$ cat config.mk
export PLATFORM = sky130hd
export DESIGN_NAME = saturn_serial_tx
export DESIGN_NICKNAME = d
export VERILOG_FILES = /design/src/rtl/saturn_serial_tx.sv
export SDC_FILE = /design/constraint.sdc
export NUM_CORES = 1
export LEC_CHECK = 0
export BUFFER_PORTS_ARGS = -buffer_cell sky130_fd_sc_hd__buf_2
export CAP_MARGIN = 20
export CORE_MARGIN = 4
export CORE_UTILIZATION = 45
export DETAILED_ROUTE_END_ITERATION = 12
export PLACE_DENSITY_LB_ADDON = 0.05
export REMOVE_ABC_BUFFERS = 1
export SETUP_SLACK_MARGIN = 0.5
export SYNTH_ARGS = -nofsm -noshare
export SYNTH_HDL_FRONTEND = slang
export SYNTH_SLANG_ARGS = --single-unit
export TNS_END_PERCENT = 10
$ cat constraint.sdc
create_clock -name i_clk -period 5.9 [get_ports i_clk]
set_input_delay 1.18 -clock i_clk [delete_from_list [all_inputs] [get_ports i_clk]]
set_output_delay 1.18 -clock i_clk [all_outputs]
set_load 0.005 [all_outputs]
$ cat src/rtl/saturn_serial_tx.sv
// saturn_serial_tx
// Debug UART transmitter fed by the saturn_bus char stream. Chars are queued in a
// small FIFO and sent as 8N1 frames on o_tx, LSB first.
//
// Parameters
//   CLKS_PER_BIT  i_clk cycles per UART bit (>= 2)
//   FIFO_DEPTH    char FIFO entries (power of 2, >= 2)
//
// Ports
//   i_clk          system clock, posedge
//   i_reset_n      asynchronous active-low reset
//   i_char         char to queue
//   i_char_valid   i_char is meaningful
//   i_char_send    one-cycle push strobe
//   o_serial_busy  FIFO full, producer must hold off
//   o_tx           UART line, idle high
//   o_overflow     sticky, a push was dropped while full
//   o_fifo_count   FIFO occupancy
//
// Optional feature macro: SATURN_SERIAL_CRLF_EN
//   When defined, an LF at the FIFO head is preceded on the line by a CR.
//   The CR is generated from a pending_lf flag without popping, so the LF
//   still occupies one FIFO entry until it is itself sent.

module saturn_serial_tx #(
    parameter int CLKS_PER_BIT = 104,
    parameter int FIFO_DEPTH   = 16
) (
    input  logic                          i_clk,
    input  logic                          i_reset_n,
    input  logic [7:0]                    i_char,
    input  logic                          i_char_valid,
    input  logic                          i_char_send,
    output logic                          o_serial_busy,
    output logic                          o_tx,
    output logic                          o_overflow,
    output logic [$clog2(FIFO_DEPTH):0]   o_fifo_count
);

    localparam int AW = $clog2(FIFO_DEPTH);
    localparam int CW = AW + 1;
    localparam int BW = $clog2(CLKS_PER_BIT);

    localparam logic [CW-1:0] DEPTH_C   = CW'(FIFO_DEPTH);
    localparam logic [BW-1:0] BAUD_LAST = BW'(CLKS_PER_BIT - 1);

    localparam logic [1:0] S_IDLE  = 2'd0;
    localparam logic [1:0] S_START = 2'd1;
    localparam logic [1:0] S_DATA  = 2'd2;
    localparam logic [1:0] S_STOP  = 2'd3;

    logic [7:0]    mem_q [FIFO_DEPTH];
    logic [AW-1:0] wr_ptr_q, wr_ptr_d;
    logic [AW-1:0] rd_ptr_q, rd_ptr_d;
    logic [CW-1:0] count_q,  count_d;
    logic          busy_q,   busy_d;
    logic          ovf_q,    ovf_d;
    logic [1:0]    state_q,  state_d;
    logic [7:0]    shift_q,  shift_d;
    logic [BW-1:0] baud_q,   baud_d;
    logic [2:0]    bit_idx_q, bit_idx_d;
    logic          tx_q,     tx_d;
`ifdef SATURN_SERIAL_CRLF_EN
    logic          pending_lf_q, pending_lf_d;
`endif

    logic       push_req;
    logic       full;
    logic       push;
    logic       pop;
    logic [7:0] head;

    // Full is judged on the registered count, so a pop in the same cycle
    // never makes room for a push.
    assign push_req = i_char_send & i_char_valid;
    assign full     = (count_q == DEPTH_C);
    assign push     = push_req & ~full;
    assign head     = mem_q[rd_ptr_q];

    always_comb begin
        state_d   = state_q;
        shift_d   = shift_q;
        baud_d    = baud_q;
        bit_idx_d = bit_idx_q;
        pop       = 1'b0;
`ifdef SATURN_SERIAL_CRLF_EN
        pending_lf_d = pending_lf_q;
`endif
        case (state_q)
            S_IDLE: begin
                baud_d    = '0;
                bit_idx_d = '0;
                if (count_q != '0) begin
                    state_d = S_START;
`ifdef SATURN_SERIAL_CRLF_EN
                    // First visit to an LF head sends CR and leaves the LF queued;
                    // the second visit pops and sends the LF itself.
                    if (head == 8'h0A && !pending_lf_q) begin
                        shift_d      = 8'h0D;
                        pending_lf_d = 1'b1;
                    end else begin
                        shift_d      = head;
                        pop          = 1'b1;
                        pending_lf_d = 1'b0;
                    end
`else
                    shift_d = head;
                    pop     = 1'b1;
`endif
                end
            end
            S_START: begin
                if (baud_q == BAUD_LAST) begin
                    baud_d  = '0;
                    state_d = S_DATA;
                end else begin
                    baud_d = baud_q + 1'b1;
                end
            end
            S_DATA: begin
                if (baud_q == BAUD_LAST) begin
                    baud_d  = '0;
                    shift_d = {1'b0, shift_q[7:1]};
                    if (bit_idx_q == 3'd7) begin
                        bit_idx_d = '0;
                        state_d   = S_STOP;
                    end else begin
                        bit_idx_d = bit_idx_q + 1'b1;
                    end
                end else begin
                    baud_d = baud_q + 1'b1;
                end
            end
            default: begin
                if (baud_q == BAUD_LAST) begin
                    baud_d  = '0;
                    state_d = S_IDLE;
                end else begin
                    baud_d = baud_q + 1'b1;
                end
            end
        endcase
    end

    // Line level is registered from the current state, so it trails the FSM by
    // one cycle: a pop at edge N+1 shows as a falling line at edge N+2.
    always_comb begin
        case (state_q)
            S_START: tx_d = 1'b0;
            S_DATA:  tx_d = shift_q[0];
            default: tx_d = 1'b1;
        endcase
    end

    always_comb begin
        wr_ptr_d = push ? wr_ptr_q + 1'b1 : wr_ptr_q;
        rd_ptr_d = pop  ? rd_ptr_q + 1'b1 : rd_ptr_q;
        case ({push, pop})
            2'b10:   count_d = count_q + 1'b1;
            2'b01:   count_d = count_q - 1'b1;
            default: count_d = count_q;
        endcase
        busy_d = (count_d == DEPTH_C);
        ovf_d  = ovf_q | (push_req & full);
    end

    always_ff @(posedge i_clk) begin
        if (push) begin
            mem_q[wr_ptr_q] <= i_char;
        end
    end

    always_ff @(posedge i_clk or negedge i_reset_n) begin
        if (!i_reset_n) begin
            wr_ptr_q  <= '0;
            rd_ptr_q  <= '0;
            count_q   <= '0;
            busy_q    <= 1'b0;
            ovf_q     <= 1'b0;
            state_q   <= S_IDLE;
            shift_q   <= '0;
            baud_q    <= '0;
            bit_idx_q <= '0;
            tx_q      <= 1'b1;
        end else begin
            wr_ptr_q  <= wr_ptr_d;
            rd_ptr_q  <= rd_ptr_d;
            count_q   <= count_d;
            busy_q    <= busy_d;
            ovf_q     <= ovf_d;
            state_q   <= state_d;
            shift_q   <= shift_d;
            baud_q    <= baud_d;
            bit_idx_q <= bit_idx_d;
            tx_q      <= tx_d;
        end
    end

`ifdef SATURN_SERIAL_CRLF_EN
    always_ff @(posedge i_clk or negedge i_reset_n) begin
        if (!i_reset_n) begin
            pending_lf_q <= 1'b0;
        end else begin
            pending_lf_q <= pending_lf_d;
        end
    end
`endif

    assign o_serial_busy = busy_q;
    assign o_tx          = tx_q;
    assign o_overflow    = ovf_q;
    assign o_fifo_count  = count_q;

endmodule

==> flow_metrics.env <==
export IMPL_cp_max_fo=14
export IMPL_vias_per_cell=5.59
export IMPL_yosysSeqAreaShare_pct=69.6
export IMPL_die_w_um=131
export IMPL_post_dp_cell_area_um2=7080
export IMPL_gp_congestion=0.796
export IMPL_die_y_um=131
export IMPL_area_growth_pct=11.7
export IMPL_initial_core_util_pct=46.4
export IMPL_finalHoldViolCount=0
export IMPL_hpwl_um=8000
export IMPL_worstPathArrival_ns=3.57
export IMPL_worst_pin_slew_ns=0.964
export IMPL_drc=0
export IMPL_endpoint_kind="flop"
export IMPL_synthTopCellsByArea="edfxtp_1, dfrtp_1, mux4_2"
export IMPL_htreeDepth=4
export IMPL_cts_made_buffers=17
export IMPL_finalCritPeriodShare_pct=54.9
export IMPL_wl_per_cell_um=20.6
export IMPL_grt_util_all_layers_pct=16.4
export IMPL_dp_cells=583
export IMPL_initialDrtViolationCount=279
export IMPL_core_um2=14700
export IMPL_required_ns=6.23
export IMPL_instances_no_fill=615
export IMPL_clk_pin_slew_worst_paths_ns=0.06
export IMPL_drive_above_1_share_pct=22.7
export IMPL_synth_cells=396
export IMPL_cts_resized=0
export IMPL_grt_max_degree=37
export IMPL_synth_top_area_share_pct=56.4
export IMPL_max_slew_margin_pct=35.6
export IMPL_powerDensity_nw_per_um2=481
export IMPL_cts_path_max_buffers=2
export IMPL_yosys_warnings=0
export IMPL_synth_top_area_cell="edfxtp_1"
export IMPL_grt_overflow=0
export IMPL_rows=44
export IMPL_syn_cell_area_um2=6810
export IMPL_synth_seq_cells=164
export IMPL_synthArstFlopShare_pct=22.0
export IMPL_grt_pass1_wl_um=20400
export IMPL_post_route_util_pct=51.8
export IMPL_setup_viol=0
export IMPL_rsz0062_at_grt="no"
export IMPL_synth_main_ff_cell="edfxtp_1"
export IMPL_fin_total_pwr_mw=3.67
export IMPL_clock_latency_ns=0.43
export IMPL_synth_edf_count=128
export IMPL_ios=20
export IMPL_vdd_ir_drop_max_mv=0.293
export IMPL_finalClockSkew_ns=0.00893
export IMPL_port_buffers=19
export IMPL_drv_slew=0
export IMPL_fmax_mhz=309
export IMPL_status="finished clean"
export IMPL_synth_cell_types=42
export IMPL_finalSetupTns_ns=0
export IMPL_grt_pass1_vias=3522
export IMPL_diodes=0
export IMPL_post_cts_buffers=0
export IMPL_p_leak_nw=2.65
export IMPL_drtAntennaViolNets=0
export IMPL_maxCapViolCount=0
export IMPL_finalWirelength_um=12600
export IMPL_min_delay_path_class="reg2reg"
export IMPL_first_pass_iters=6
export IMPL_postLayoutCellArea_um2=7610
export IMPL_period_minus_slack_ns=3.24
export IMPL_dieArea_um2=17200
export IMPL_ctsRootBufferMaster="clkbuf_16"
export IMPL_worstSetupPathType="reg2reg"
export IMPL_vias=3437
export IMPL_cts_tree="built"
export IMPL_antenna_found_initial=0
export IMPL_nNetsFinal=443
export IMPL_numClockSinks=164
export IMPL_crit_path_start_kind="flop"
export IMPL_ctsHoldBuffers=0
export IMPL_syn_avg_cell_area_um2=17.2
## kinds of logic (layout without fill, tap and decap cells)
| kind of cell | Yosys count | after routing | synth area share [%] |
|---|---|---|---|
| fa+ha+maj | 13 | 13 | 2.39 |
| xor+xnor | 17 | 17 | 2.19 |
| compound gates | 59 | 59 | 5.53 |
| flops | 164 | 164 | 69.6 |
| mux | 41 | 41 | 12.3 |
| buf+inv | 26 | 61 | 1.56 |
| simple gates | 76 | 76 | 6.39 |
## layer usage
metal / track usage (%) / vias to the layer above / part of all wire, %
met2: 23.3 / 52 / 47
met3: 3.81 / 12 / 3.7
met4: 5.99 / 0 / 1.2
li1: - / 1584 / -
met5: 0 / - / 0
met1: 24.8 / 1789 / 49
## placed cells by master (no fill, tap or decap), types with 2 or more instances in the layout
cell	count
buf_2	19
buf_4	2
clkbuf_16	17
nor2b_1	7
clkinv_1	3
inv_8	2
mux4_2	33
and2_1	17
nand2_1	12
inv_6	2
a22oi_1	14
clkinv_4	4
a221oi_1	2
clkinv_2	3
o21ai_0	8
nor3_1	6
inv_1	8
ha_1	13
a21oi_1	26
mux2_2	5
xor2_1	9
nor3b_1	3
edfxtp_1	128
xnor2_1	8
and3_1	2
dfrtp_1	34
nand3_1	3
nand4_1	2
nor2_1	17
a22o_1	3
## worst paths after layout
check	start	end	slack [ns]	depth (start not counted)
max in group asynchronous	i_reset_n	rd_ptr_q[0]$_DFFE_PN0P_	4.47	1
hold reg to reg	baud_q[0]$_DFF_PN0_	baud_q[0]$_DFF_PN0_	0.47	1
hold / removal	baud_q[0]$_DFF_PN0_	baud_q[0]$_DFF_PN0_	0.47	1
setup / recovery	state_q[0]$_DFFE_PN0P_	o_serial_busy$_DFF_PN0_	2.66	11
min in group asynchronous	i_reset_n	shift_q[0]$_DFFE_PN0P_	0.85	1
setup reg to reg	state_q[0]$_DFFE_PN0P_	o_serial_busy$_DFF_PN0_	2.66	11
## worst max-delay path: stages (launching register included)
cell     delay (ns)
dfrtp_1        0.40
inv_1          0.09
ha_1           0.48
a21bo_2        0.31
mux2i_2        0.34
xor2_1         0.12
ha_1           0.24
or3_1          0.36
mux2_4         0.27
o22ai_2        0.13
xor2_1         0.20
nor4b_4        0.20
## sequential cells by signal, indices dropped and copies added, names as in the netlist
| register | count |
|---|---|
| mem_q | 128 |
| shift_q | 8 |
| baud_q | 7 |
| o_fifo_count | 5 |
| rd_ptr_q | 4 |
| wr_ptr_q | 4 |
| bit_idx_q | 3 |
| state_q | 2 |
| o_overflow | 1 |
| o_serial_busy | 1 |
| o_tx | 1 |
## stage by stage
step | setup slack (ns) | hold slack (ns)
6_report | 2.66 | 0.471
5_1_grt | 2.38 | 0.498
4_1_cts | 2.64 | 0.474
3_5_place_dp | 2.44 | 0.465
3_3_place_gp | 2.48 | 0.452
2_1_floorplan | 2.71 | 0.434
## cells in the mapped netlist, drive strengths merged (2+ instances only)
master,n
nand4,2
xnor2,8
a22o,3
and3,2
nor3,6
nor2b,7
and2,17
ha,13
dfrtp,35
a22oi,14
nand3,3
a21oi,26
mux2,6
nor2,17
a221oi,2
edfxtp,128
mux4,33
nor3b,4
o21ai,8
buf,8
xor2,9
clkbuf,10
nand2,12
inv,8
mux2i,2
## where the power goes
part	switching, mW	internal, mW	leakage, nW	total, mW
combinational	0.627	0.511	0.795	1.14
clock	0.456	0.541	0.264	0.997
sequential	0.125	1.41	1.59	1.53
total	1.21	2.46	2.65	3.67
## final cells by class
cell class,count,area [um^2]
tap,184,230
timing repair buffer,21,110
sequential,164,4750
clock buffer,17,425
inverter,8,30.0
multi-input combinational,206,1960
clock inverter,15,109
fill,1217,7090
Power figures use the tool's default switching activity.
